$ cat config.mk
export PLATFORM = sky130hd
export DESIGN_NAME = lieat_idu_disp_q_flat
export DESIGN_NICKNAME = d
export VERILOG_FILES = /design/src/rtl/lieat_idu_disp_q_if.sv /design/src/rtl/lieat_idu_disp_q.sv /design/src/flat_wrapper.sv
export SDC_FILE = /design/constraint.sdc
export NUM_CORES = 1
export LEC_CHECK = 0
export CAP_MARGIN = 20
export CORE_MARGIN = 10
export CORE_UTILIZATION = 45
export DETAILED_ROUTE_END_ITERATION = 7
export PLACE_DENSITY = 0.82
export SLEW_MARGIN = 25
export SYNTH_ARGS = -nofsm -noshare
export SYNTH_HDL_FRONTEND = slang
export SYNTH_SLANG_ARGS = --single-unit
$ cat constraint.sdc
create_clock -name clock -period 4.95 [get_ports clock]
set_input_delay 0.99 -clock clock [delete_from_list [all_inputs] [get_ports clock]]
set_output_delay 0.99 -clock clock [all_outputs]
set_load 0.05 [all_outputs]
$ cat src/rtl/lieat_idu_disp_q_if.sv
// Decode-to-dispatch handshake bundle for lieat_idu_disp_q.
// The queue connects through the slave modport; the decode/execute side uses master.
interface lieat_idu_disp_q_if #(
   parameter int DEPTH = 2,
   parameter int NCH   = 3,
   parameter int DW    = 32,
   parameter int CHW   = 2
);
   localparam int CW = $clog2(DEPTH + 1);

   logic           id_i_valid;
   logic           id_i_ready;
   logic [CHW-1:0] id_i_ch;
   logic [DW-1:0]  id_i_data;
   logic           disp_condition;
   logic           flush_req;
   logic [NCH-1:0] disp_valid;
   logic [NCH-1:0] disp_ready;
   logic [DW-1:0]  disp_data;
   logic [CHW-1:0] disp_ch;
   logic           longi_disp;
   logic           disp_err;
   logic [CW-1:0]  disp_cnt;
   logic           disp_empty;

   modport slave (
      input  id_i_valid, id_i_ch, id_i_data, disp_condition, flush_req, disp_ready,
      output id_i_ready, disp_valid, disp_data, disp_ch, longi_disp, disp_err,
             disp_cnt, disp_empty
   );

   modport master (
      output id_i_valid, id_i_ch, id_i_data, disp_condition, flush_req, disp_ready,
      input  id_i_ready, disp_valid, disp_data, disp_ch, longi_disp, disp_err,
             disp_cnt, disp_empty
   );
endinterface

$ cat src/rtl/lieat_idu_disp_q.sv
// In-order dispatch queue: DEPTH-entry FIFO whose head is routed to one of NCH channels.
// Define LIEAT_DISP_BYPASS_EN to let an instruction arriving at an empty queue issue in the same cycle.
module lieat_idu_disp_q #(
   parameter int DEPTH = 2,
   parameter int NCH   = 3,
   parameter int DW    = 32,
   parameter int CHW   = 2
) (
   input  logic               clock,
   input  logic               reset,
   lieat_idu_disp_q_if.slave  bus
);
   localparam int CW = $clog2(DEPTH + 1);
   localparam int PW = (DEPTH > 1) ? $clog2(DEPTH) : 1;

   generate
      if ((1 << CHW) < NCH) begin : g_bad_chw
         $error("lieat_idu_disp_q: CHW too narrow for NCH");
      end
      if (DEPTH < 1) begin : g_bad_depth
         $error("lieat_idu_disp_q: DEPTH must be at least 1");
      end
   endgenerate

   logic [DW-1:0]  data_mem_reg [DEPTH];
   logic [CHW-1:0] ch_mem_reg   [DEPTH];

   logic [PW-1:0]  rd_ptr_reg, rd_ptr_next;
   logic [PW-1:0]  wr_ptr_reg, wr_ptr_next;
   logic [CW-1:0]  cnt_reg, cnt_next;

   logic           q_empty;
   logic [CHW-1:0] head_ch;
   logic [DW-1:0]  head_data;
   logic           bypass_act;
   logic [CHW-1:0] sel_ch;
   logic [DW-1:0]  sel_data;
   logic           head_vis;
   logic           head_ok;
   logic           ch_oor;
   logic [NCH-1:0] disp_valid_w;
   logic           hs;
   logic           err;
   logic           deq_evt;
   logic           deq;
   logic           enq;
   logic           ready_w;

   function automatic logic [PW-1:0] ptr_inc(input logic [PW-1:0] p);
      if (p == PW'(DEPTH - 1)) begin
         return '0;
      end
      return p + PW'(1);
   endfunction

   assign q_empty   = (cnt_reg == '0);
   assign head_ch   = ch_mem_reg[rd_ptr_reg];
   assign head_data = data_mem_reg[rd_ptr_reg];

`ifdef LIEAT_DISP_BYPASS_EN
   // Gated with reset so nothing is accepted through the bypass while held in reset.
   assign bypass_act = reset & q_empty & bus.id_i_valid & bus.disp_condition & ~bus.flush_req;
`else
   assign bypass_act = 1'b0;
`endif

   assign sel_ch   = bypass_act ? bus.id_i_ch   : head_ch;
   assign sel_data = bypass_act ? bus.id_i_data : head_data;
   assign head_vis = ~q_empty | bypass_act;
   assign head_ok  = head_vis & bus.disp_condition & ~bus.flush_req;

   // Widened by one bit so NCH == 2**CHW still compares correctly.
   assign ch_oor = ({1'b0, sel_ch} >= (CHW + 1)'(NCH));

   genvar gi;
   generate
      for (gi = 0; gi < NCH; gi++) begin : g_ch
         assign disp_valid_w[gi] = head_ok & (sel_ch == CHW'(gi));
      end
   endgenerate

   assign hs      = |(disp_valid_w & bus.disp_ready);
   assign err     = head_ok & ch_oor;
   assign deq_evt = hs | err;

   // A bypassed instruction that issues never touches storage.
   assign deq     = deq_evt & ~bypass_act;
   assign ready_w = (cnt_reg < CW'(DEPTH)) | deq;
   assign enq     = bus.id_i_valid & ready_w & ~bus.flush_req & ~(bypass_act & deq_evt);

   always_comb begin
      rd_ptr_next = rd_ptr_reg;
      wr_ptr_next = wr_ptr_reg;
      cnt_next    = cnt_reg;
      if (bus.flush_req) begin
         rd_ptr_next = '0;
         wr_ptr_next = '0;
         cnt_next    = '0;
      end else begin
         if (enq) begin
            wr_ptr_next = ptr_inc(wr_ptr_reg);
         end
         if (deq) begin
            rd_ptr_next = ptr_inc(rd_ptr_reg);
         end
         case ({enq, deq})
            2'b10:   cnt_next = cnt_reg + CW'(1);
            2'b01:   cnt_next = cnt_reg - CW'(1);
            default: cnt_next = cnt_reg;
         endcase
      end
   end

   always_ff @(posedge clock or negedge reset) begin
      if (!reset) begin
         rd_ptr_reg <= '0;
         wr_ptr_reg <= '0;
         cnt_reg    <= '0;
      end else begin
         rd_ptr_reg <= rd_ptr_next;
         wr_ptr_reg <= wr_ptr_next;
         cnt_reg    <= cnt_next;
      end
   end

   // Payload storage carries no reset; entries are only meaningful below cnt_reg.
   always_ff @(posedge clock) begin
      if (enq) begin
         data_mem_reg[wr_ptr_reg] <= bus.id_i_data;
         ch_mem_reg[wr_ptr_reg]   <= bus.id_i_ch;
      end
   end

   assign bus.id_i_ready = ready_w;
   assign bus.disp_valid = disp_valid_w;
   assign bus.disp_data  = sel_data;
   assign bus.disp_ch    = sel_ch;
   assign bus.longi_disp = hs;
   assign bus.disp_err   = err;
   assign bus.disp_cnt   = cnt_reg;
   assign bus.disp_empty = q_empty;
endmodule

$ cat src/flat_wrapper.sv
// flat-port wrapper written by rule: the top's interface ports become plain ports
module lieat_idu_disp_q_flat 
#(
   parameter int DEPTH = 2,
   parameter int NCH   = 3,
   parameter int DW    = 32,
   parameter int CHW   = 2
)
  (clock, reset, bus_id_i_valid, bus_id_i_ch, bus_id_i_data, bus_disp_condition, bus_flush_req, bus_disp_ready, bus_id_i_ready, bus_disp_valid, bus_disp_data, bus_disp_ch, bus_longi_disp, bus_disp_err, bus_disp_cnt, bus_disp_empty);
  lieat_idu_disp_q_if #(.DEPTH(DEPTH), .NCH(NCH), .DW(DW), .CHW(CHW)) bus_i ();
  input  logic clock;
  input  logic reset;
  input wire logic [$bits(bus_i.id_i_valid)-1:0] bus_id_i_valid;
  input wire logic [$bits(bus_i.id_i_ch)-1:0] bus_id_i_ch;
  input wire logic [$bits(bus_i.id_i_data)-1:0] bus_id_i_data;
  input wire logic [$bits(bus_i.disp_condition)-1:0] bus_disp_condition;
  input wire logic [$bits(bus_i.flush_req)-1:0] bus_flush_req;
  input wire logic [$bits(bus_i.disp_ready)-1:0] bus_disp_ready;
  output wire logic [$bits(bus_i.id_i_ready)-1:0] bus_id_i_ready;
  output wire logic [$bits(bus_i.disp_valid)-1:0] bus_disp_valid;
  output wire logic [$bits(bus_i.disp_data)-1:0] bus_disp_data;
  output wire logic [$bits(bus_i.disp_ch)-1:0] bus_disp_ch;
  output wire logic [$bits(bus_i.longi_disp)-1:0] bus_longi_disp;
  output wire logic [$bits(bus_i.disp_err)-1:0] bus_disp_err;
  output wire logic [$bits(bus_i.disp_cnt)-1:0] bus_disp_cnt;
  output wire logic [$bits(bus_i.disp_empty)-1:0] bus_disp_empty;
  assign bus_i.id_i_valid = bus_id_i_valid;
  assign bus_i.id_i_ch = bus_id_i_ch;
  assign bus_i.id_i_data = bus_id_i_data;
  assign bus_i.disp_condition = bus_disp_condition;
  assign bus_i.flush_req = bus_flush_req;
  assign bus_i.disp_ready = bus_disp_ready;
  assign bus_id_i_ready = bus_i.id_i_ready;
  assign bus_disp_valid = bus_i.disp_valid;
  assign bus_disp_data = bus_i.disp_data;
  assign bus_disp_ch = bus_i.disp_ch;
  assign bus_longi_disp = bus_i.longi_disp;
  assign bus_disp_err = bus_i.disp_err;
  assign bus_disp_cnt = bus_i.disp_cnt;
  assign bus_disp_empty = bus_i.disp_empty;
  lieat_idu_disp_q #(.DEPTH(DEPTH), .NCH(NCH), .DW(DW), .CHW(CHW)) u_core (.clock(clock), .reset(reset), .bus(bus_i));
endmodule
After elaboration in Yosys (flattened, before gate mapping)
Memory sizes are Yosys's and may differ from the RTL's.
Index checks and enable logic that the tools add are counted.
{ "totals": {"ff_bits": 4, "ramBits": 68, "output_inout_bits": 43, "n_memories": 2} }
{ "mem_list": {"columns": ["memory", "words", "width", "read_ports", "rd_clocked_by_memory_dff", "wr", "line", "text"], "rows": [
  ["u_core.data_mem_reg", 2, 32, 1, 0, 1, "lieat_idu_disp_q.sv:25", "logic [DW-1:0] data_mem_reg [DEPTH];"],
  ["u_core.ch_mem_reg", 2, 2, 1, 0, 1, "lieat_idu_disp_q.sv:26", "logic [CHW-1:0] ch_mem_reg [DEPTH];"]
]} }
{ "classes": {"n_addsub": 4, "n_lt_le_gt_ge": 2, "eq_ne": 4, "mux": 18, "n_bitwise": 13, "n_reduce_logical": 6} }
{ "op_table": {"columns": ["operator", "n"], "rows": [
  ["2-to-1 mux 1 bit", 16],
  ["AND 1 bit", 8],
  ["== test 2 x 1 -> 1 bit (second input constant)", 2],
  ["== test 2 bit (second input constant)", 2],
  ["logical NOT 2 bit", 2],
  ["one-hot mux 2 bit (2 select lines)", 1],
  ["nonzero test 2 bit", 2],
  ["AND 3 bit", 1],
  ["nonzero test 3 bit", 1],
  ["OR reduction 3 bit", 1],
  ["adder 1 bit (second input constant)", 2],
  ["adder 2 x 1 -> 2 bit (second input constant)", 1],
  ["greater-or-equal comparator 2 bit (second input constant)", 1],
  ["< comparator 2 bit (second input constant)", 1],
  ["2-to-1 mux 2 bit", 1],
  ["inverter 1 bit", 2],
  ["bitwise OR 1 bit", 2],
  ["subtractor 2 x 1 -> 2 bit (second input constant)", 1]
]} }

Longest topological paths before layout
Gate-level depths: netlist of run 1.
{ "logic_depth": {"word_depth": 16, "mapped_depth": 7, "ltp_nobuf": 6} }

Worst setup path after synthesis of run 1
Ideal clock, no wire load.
{ "synth_timing": {"kind": "input-to-reg", "from": "input port bus_flush_req", "to": "memory u_core.ch_mem_reg[1][0] (enable)", "setup_time_ps": 475, "t_arrival_ps": 4494, "required_time_ps": 4475, "path_slack_ps": -18, "path_stages": 5, "n_path_buf": 1, "path_cell_list": "clkbuf_1 > nor3b_1 > o221a_2 > o21ai_2 > nor3b_1"} }
{ "synth_between": {"elab_chain_len": 11, "word_cells_on_any_way": 14, "cone_classes": "2 x mux; 11 x bitwise; 1 x reduce/logical"} }
{ "synth_lines": {"columns": ["item", "line", "text"], "rows": [
  ["from (decl)", "flat_wrapper.sv:17", "input wire logic [$bits(bus_i.flush_req)-1:0] bus_flush_req;"],
  ["inverter 1 bit *", "lieat_idu_disp_q.sv:70, lieat_idu_disp_q.sv:89", null],
  ["AND 1 bit", "lieat_idu_disp_q.sv:70", "assign head_ok = head_vis & bus.disp_condition & ~bus.flush_req;"],
  ["AND 1 bit", "lieat_idu_disp_q.sv:78", "assign disp_valid_w[gi] = head_ok & (sel_ch == CHW'(gi));"],
  ["AND 3 bit", "lieat_idu_disp_q.sv:82", "assign hs = |(disp_valid_w & bus.disp_ready);"],
  ["OR reduction 3 bit", "lieat_idu_disp_q.sv:82", null],
  ["bitwise OR 1 bit", "lieat_idu_disp_q.sv:84", "assign deq_evt = hs | err;"],
  ["bitwise OR 1 bit", "lieat_idu_disp_q.sv:88", "assign ready_w = (cnt_reg < CW'(DEPTH)) | deq;"],
  ["AND 1 bit", "lieat_idu_disp_q.sv:89", "assign enq = bus.id_i_valid & ready_w & ~bus.flush_req & ~(bypass_act & deq_evt);"],
  ["AND 1 bit *", "lieat_idu_disp_q.sv:89", null],
  ["2-to-1 mux 1 bit *", "lieat_idu_disp_q.sv:128", "if (enq) begin"],
  ["2-to-1 mux 1 bit (not written as such) *", "lieat_idu_disp_q.sv:130", "ch_mem_reg[wr_ptr_reg] <= bus.id_i_ch;"],
  ["to (decl)", "lieat_idu_disp_q.sv:26", null]
]} }
Mark *: on every way between the ends. The rest lies on a longest branch, timed or not.

Worst setup path after layout of run 1
{ "layout_timing": {"from": "input port bus_flush_req", "to": "output port bus_id_i_ready"} }
{ "layout_between": {"elab_chain_len": 7, "word_cells_on_any_way": 10, "cone_classes": "9 x bitwise; 1 x reduce/logical"} }
{ "layout_lines": {"columns": ["item", "line", "text"], "rows": [
  ["inverter 1 bit *", "lieat_idu_disp_q.sv:70", null],
  ["AND 1 bit *", "lieat_idu_disp_q.sv:70", null],
  ["AND 1 bit", "lieat_idu_disp_q.sv:78", null],
  ["AND 3 bit", "lieat_idu_disp_q.sv:82", null],
  ["OR reduction 3 bit", "lieat_idu_disp_q.sv:82", null],
  ["bitwise OR 1 bit *", "lieat_idu_disp_q.sv:84", null],
  ["bitwise OR 1 bit *", "lieat_idu_disp_q.sv:88", null],
  ["to (decl)", "flat_wrapper.sv:19", "output wire logic [$bits(bus_i.id_i_ready)-1:0] bus_id_i_ready;"]
]} }
Marks and branches as above.

==> results.json, run 1 <==
{
  "gp_congestion": 0.807,
  "num_antenna_cells": 0,
  "route.detailed.drc": 0,
  "asyncSetResetFlopFracSynth_pct": 5.56,
  "ys_warn_count": 0,
  "floorplan.initialDensity_pct": 46.9,
  "grt.total_usage_pct": 12.1,
  "cts.clk_slew.worst_paths_ns": 0.06,
  "grt_pass1_wl_um": 9200,
  "worstSetupPathType": "primary input to output port",
  "postCtsSetupRepairBufs": 0,
  "timing.critical_path.buf_inv": 2,
  "syn_area_um2": 2790,
  "synth-seq-cells": 72,
  "largest_reg_flops": 64,
  "fin_nets": 279,
  "path_delay_family": "buffers and inverters",
  "rrSetupSlack_ns": 2.16,
  "path_max_fanout": 10,
  "cts_buffer_depth": 2,
  "synth_top_area_share_pct": 73.1,
  "place_area_um2": 3740,
  "cts_tree": "built",
  "row_count": 28,
  "clock_skew_ns": 0.00554,
  "viasPerCell": 5.06,
  "die-area_um2": 9760,
  "timing.fmax_mhz": 235,
  "report.final.slew_viol_count": 0,
  "cts-resized-gates": 0,
  "io_buffer_count": 84,
  "finalHoldViolCount": 0,
  "maxCapViolCount": 0,
  "hp-class": "register to register",
  "die_w_um": 98.8,
  "tightest_slew_ns": 0.624,
  "crit_chain": "clkdlybuf4s50_1 -> nor3b_1 -> o221ai_4 -> nand2_1 -> clkdlybuf4s50_1",
  "endpoint_kind": "output port",
  "power.density_nw_per_um2": 372,
  "pin_count": 85,
  "area.growth.synth_to_final_pct": 40.1,
  "cts_htree_levels": 3,
  "die_h_um": 98.8,
  "antenna_found_initial": 0,
  "critPathRequiredTime_ns": 3.96,
  "finalSetupViolCount": 0,
  "finalCritPeriodShare_pct": 85.9,
  "outcome": "finished clean",
  "ys_types": 27,
  "min_period_ns": 4.25,
  "synth_area_leader_cell": "edfxtp_1",
  "finalInstanceArea_um2": 3910,
  "dr.pass1.iters": 4,
  "clkSinkCount": 72,
  "yosys-top-cells-area": "edfxtp_1, mux2_2, dfrtp_1, o221ai_4, mux2_1",
  "p_leak_uw": 0.00132,
  "drive_gt1_share_pct": 23.8,
  "critPathLaunchType": "primary input",
  "ys_seq_area_share_pct": 76.7,
  "synth_nets": 186,
  "synth_area_per_cell_um2": 19.4,
  "synth_edf_count": 68,
  "overflow": 0,
  "peakVddDrop_v": 0.000217,
  "slowest_stage": "clkdlybuf4s50_1",
  "syn_inst": 144,
  "grt_start_max_net_pins": 35,
  "drt_iter0_drc": 65,
  "cts_made_buffers": 9,
  "slowest_delay_ns": 0.81,
  "cts-root-buf": "clkbuf_8",
  "clk_latency_ns": 0.34,
  "relSlewSlack_pct": 58.4,
  "post-dp-hpwl_um": 4150,
  "ant_nets": 0,
  "vias": 1593,
  "core_um2": 5960,
  "hold_buffers": 0,
  "grt_pass1_vias": 1727,
  "ys.flop_type": "edfxtp_1",
  "wirelength_um": 5780,
  "rsz0062_at_grt": "false",
  "cpMostUsedCell": "clkdlybuf4s50_1",
  "tns_ns": 0,
  "avgRoutedWirePerCell_um": 18.3,
  "worstPathArrival_ns": 3.26
}
metrics by stage:
step | utilization, % | power [µW] | setup WS, ns | cells | hold WS, ns
2_1_floorplan | - | 931 | 0.175 | 144 | 0.585
3_3_place_gp | 62.8 | 1050 | 0.728 | 301 | 0.618
3_5_place_dp | 62.8 | 1050 | 0.714 | 301 | 0.637
4_1_cts | 65.7 | 1470 | 0.698 | 315 | 0.647
5_1_grt | 65.7 | 1520 | 0.543 | 315 | 0.686
6_report | 65.7 | 1450 | 0.700 | 315 | 0.630
metal layers:
| layer | global-route usage (%) | share of wire (%) |
|---|---|---|
| met5 | 0 | 0 |
| met3 | 6.91 | 11 |
| met4 | 4.63 | 1.3 |
| met2 | 18.8 | 47 |
| met1 | 13.5 | 41 |
placed cells by master (no fill, tap or decap):
master	netlist	routed
nand2b_1	1	1
nor2b_1	2	2
buf_4	0	3
mux2i_1	1	1
edfxtp_1	68	68
and3_1	1	1
mux2_1	2	2
or3b_2	1	1
mux2i_4	1	1
nor3_2	0	1
nand3_1	2	2
clkinv_2	0	1
nor3b_1	2	1
mux2_4	1	1
mux2_2	33	33
clkbuf_8	0	9
clkdlybuf4s50_1	0	84
dfrtp_1	4	4
clkinv_1	0	2
a21oi_1	1	1
inv_2	1	1
o21ai_0	1	1
bufinv_16	0	1
o221a_2	1	1
inv_1	1	1
xnor2_1	1	1
a31oi_1	1	1
o21ai_2	1	1
clkinvlp_4	0	1
nor3b_4	0	1
nor2_1	5	5
nor3_1	3	2
nand2_1	3	3
o221ai_4	1	1
cell families (layout without fill, tap and decap cells):
kind of cell              Yosys count  after routing  share of synthesized area (%)
DFF                                72             72                           76.7
muxes                              38             38                           15.8
and+or+nand+nor                    20             20                           3.72
buffers and inverters               7            103                           1.21
AOI/OAI and AO/OA                   6              6                           2.24
xor gates and xnor gates            1              1                          0.314
final timing paths:
kind	start	to	cells past startpoint
worst max-delay path	bus_flush_req	bus_id_i_ready	5
worst min-delay path	u_core.bus.disp_cnt[1]$_DFFE_PN0P_	u_core.bus.disp_cnt[1]$_DFFE_PN0P_	2
worst max register to register	u_core.rd_ptr_reg$_DFFE_PN0P_	u_core.data_mem_reg[1][11]$_DFFE_PP_	6
worst min register to register	u_core.bus.disp_cnt[1]$_DFFE_PN0P_	u_core.bus.disp_cnt[1]$_DFFE_PN0P_	2
max in group asynchronous	reset	u_core.wr_ptr_reg$_DFFE_PN0P_	1
min in group asynchronous	reset	u_core.bus.disp_cnt[1]$_DFFE_PN0P_	1
area by class of cell:
cell class | instances | area, µm²
clock buffer | 9 | 124
clock inverter | 5 | 50.0
fill | 419 | 2040
inverter | 2 | 7.51
multi-input combinational | 65 | 633
sequential | 72 | 2140
tap | 75 | 93.8
timing repair buffer | 87 | 863
worst register-to-register path, cell delays in order (launching register included):
cell and delay (ns):
dfrtp_1 0.74, mux2_2 0.50, nand2_1 0.18, o221a_2 0.26
o21ai_2 0.10, nor3b_4 0.20, buf_4 0.43
where the power goes:
part	internal, µW	switching [µW]
combinational	124	194
clock	223	194
sequential	705	14.6
total	1050	402
synth_stat cells, types with 2 or more instances:
| library cell | number |
|---|---|
| nor2b_1 | 2 |
| edfxtp_1 | 68 |
| dfrtp_1 | 4 |
| nand3_1 | 2 |
| nor2_1 | 5 |
| mux2_1 | 2 |
| nand2_1 | 3 |
| mux2_2 | 33 |
| clkbuf_1 | 4 |
| nor3b_1 | 2 |
| nor3_1 | 3 |
(Power assumes the default switching activity.)
==> run 2, diff against run 1 <==
--- a/config.mk
+++ b/config.mk
@@ -9,8 +9,8 @@
 export CORE_MARGIN = 10
 export CORE_UTILIZATION = 45
 export DETAILED_ROUTE_END_ITERATION = 7
-export PLACE_DENSITY = 0.82
-export SLEW_MARGIN = 25
+export PLACE_DENSITY = 0.77
+export SLEW_MARGIN = 30
 export SYNTH_ARGS = -nofsm -noshare
 export SYNTH_HDL_FRONTEND = slang
 export SYNTH_SLANG_ARGS = --single-unit
==> constraint.sdc (replaced) <==
create_clock -name clock -period 4.95 [get_ports clock]
set_input_delay 0.7425 -clock clock [delete_from_list [all_inputs] [get_ports clock]]
set_output_delay 0.7425 -clock clock [all_outputs]
set_load 0.05 [all_outputs]
==> run 2 against run 1 <==
- combinational power hardly changed
- flip-flop and latch count stayed put
- clock power is 10% lower
- count of clock-buffer cells in the layout is 2 higher
- total power is 2.8% lower
- global-route usage hardly changed
- sequential share of layout area is 0.14 points higher
- utilization is 0.17 points lower
- via count is 1.4% lower
- largest power group unchanged
- register-to-register slack better by 0.33 ns
- non-clock buffer count is 2 higher
- die area stayed put
==> results.json, run 2 (synthesized netlist as in run 1, its figures left out) <==
{
  "relSlewSlack_pct": 63.8,
  "dr.pass1.iters": 4,
  "rsz0062_at_grt": "false",
  "wirelength_um": 5850,
  "antenna_found_initial": 0,
  "cpMostUsedCell": "clkdlybuf4s50_1",
  "grt.total_usage_pct": 12.1,
  "ant_nets": 0,
  "maxCapViolCount": 0,
  "vias": 1570,
  "cts-root-buf": "clkbuf_8",
  "cts_htree_levels": 3,
  "p_leak_uw": 0.00131,
  "grt_pass1_vias": 1740,
  "num_antenna_cells": 0,
  "finalSetupViolCount": 0,
  "p_switching_uw": 407,
  "row_count": 28,
  "p_total_uw": 1410,
  "timing.critical_path.buf_inv": 2,
  "tns_ns": 0,
  "critPathLaunchType": "primary input",
  "slowest_stage": "clkdlybuf4s50_1",
  "io_buffer_count": 84,
  "pwr-share-clk_pct": 26.6,
  "drt_iter0_drc": 47,
  "worstSetupPathType": "primary input to output port",
  "pin_count": 85,
  "worstPathArrival_ns": 3.00,
  "mostFrequentLayoutCells": "clkdlybuf4s50_1, edfxtp_1, mux2_2",
  "cts_made_buffers": 9,
  "critPathRequiredTime_ns": 4.21,
  "clock_skew_ns": 0.00772,
  "outcome": "finished clean",
  "finalInstanceArea_um2": 3900,
  "tightest_slew_ns": 0.541,
  "core_um2": 5960,
  "fin_util_pct": 65.5,
  "clkSinkCount": 72,
  "fin_nets": 281,
  "seq_power_share_pct": 50.7,
  "route.detailed.drc": 0,
  "fin_ws_ns": 1.21,
  "timing.fmax_mhz": 268,
  "min_period_ns": 3.74,
  "power_frac_comb_pct": 22.7,
  "final_common_cell": "clkdlybuf4s50_1",
  "dp_slack_ns": 1.25,
  "grt_pass1_wl_um": 9220,
  "finalCritPeriodShare_pct": 75.5,
  "fill_cells": 453,
  "place_area_um2": 3750,
  "hold_buffers": 0,
  "finalHoldViolCount": 0,
  "cts_tree": "built",
  "largest_reg_flops": 64,
  "cts_buffer_depth": 2,
  "avgRoutedWirePerCell_um": 18.3,
  "overflow": 0,
  "post-dp-hpwl_um": 4210,
  "cts-resized-gates": 0,
  "p_int_uw": 1010,
  "grt_start_max_net_pins": 29,
  "hp-class": "primary input to asynchronous set/reset pin",
  "die_h_um": 98.8,
  "power.share.switching_pct": 28.8,
  "peakVddDrop_v": 0.000341,
  "clk_latency_ns": 0.33,
  "die-area_um2": 9760,
  "power.density_nw_per_um2": 362,
  "drive_gt1_share_pct": 23.8,
  "endpoint_kind": "output port",
  "viasPerCell": 4.92,
  "cts.clk_slew.worst_paths_ns": 0.07,
  "slowest_delay_ns": 0.81,
  "report.final.slew_viol_count": 0,
  "crit_chain": "clkdlybuf4s50_1 -> nor3b_1 -> o221ai_4 -> nand2_1 -> clkdlybuf4s50_1",
  "die_w_um": 98.8,
  "postCtsSetupRepairBufs": 0,
  "path_delay_family": "buffers and inverters",
  "gp_congestion": 0.811,
  "floorplan.initialDensity_pct": 46.9,
  "area.growth.synth_to_final_pct": 39.8,
  "path_max_fanout": 10
}
[run 2: changes by cell type in the layout (fill, tap and decap cells not counted)]
cell       before  now
nor3b_4         1    0
clkbuf_1        0    2
bufinv_16       1    0
clkinv_1        2    3
buf_4           3    5
nor3b_2         0    1
[run 2: worst register-to-register path: stages (launching register included)]
cell,delay [ns]
dfrtp_1,0.57
mux2_2,0.48
nand2_1,0.17
o221a_2,0.25
o21ai_2,0.09
nor3b_2,0.21
buf_4,0.35
[run 2: metal layers]
layer  share of wire, %  track usage (%)
met1                 40             12.6
met3                8.3             5.52
met5                  0                0
met2                 51             20.5
met4                1.1             5.62
[run 2: area by class of cell]
cell class | instances | area [µm²] | area share, %
clock inverters | 5 | 23.8 | 0.609
flip-flops and latches | 72 | 2140 | 54.9
multi-input cells | 65 | 627 | 16.1
well taps | 75 | 93.8 | 2.40
clock buffers | 11 | 131 | 3.37
repair buffers | 89 | 878 | 22.5
inverters | 2 | 7.51 | 0.192
[run 2: power groups by stage]
stage / logic, µW / clock network [µW] / registers [µW]
global route: 338 / 413 / 720
detailed placement: 324 / 0 / 731
global placement: 322 / 0 / 729
floorplan: 193 / 0 / 738
finish: 321 / 375 / 717
CTS: 325 / 388 / 717
[run 2: worst paths after layout]
kind | slack [ns] | cells past startpoint | start | to
worst max register to register | 2.49 | 6 | u_core.rd_ptr_reg$_DFFE_PN0P_ | u_core.data_mem_reg[1][17]$_DFFE_PP_
worst min-delay path | 0.61 | 1 | reset | u_core.bus.disp_cnt[1]$_DFFE_PN0P_
min in group clock | 0.64 | 2 | u_core.bus.disp_cnt[1]$_DFFE_PN0P_ | u_core.bus.disp_cnt[1]$_DFFE_PN0P_
worst max-delay path | 1.21 | 5 | bus_flush_req | bus_id_i_ready
worst min register to register | 0.64 | 2 | u_core.bus.disp_cnt[1]$_DFFE_PN0P_ | u_core.bus.disp_cnt[1]$_DFFE_PN0P_
max in group asynchronous | 4.16 | 1 | reset | u_core.wr_ptr_reg$_DFFE_PN0P_
[run 2: through the flow]
step	hold WS [ns]	cells
2_1_floorplan	0.447	144
3_3_place_gp	0.618	303
3_5_place_dp	0.631	303
4_1_cts	0.595	319
5_1_grt	0.608	319
6_report	0.611	319
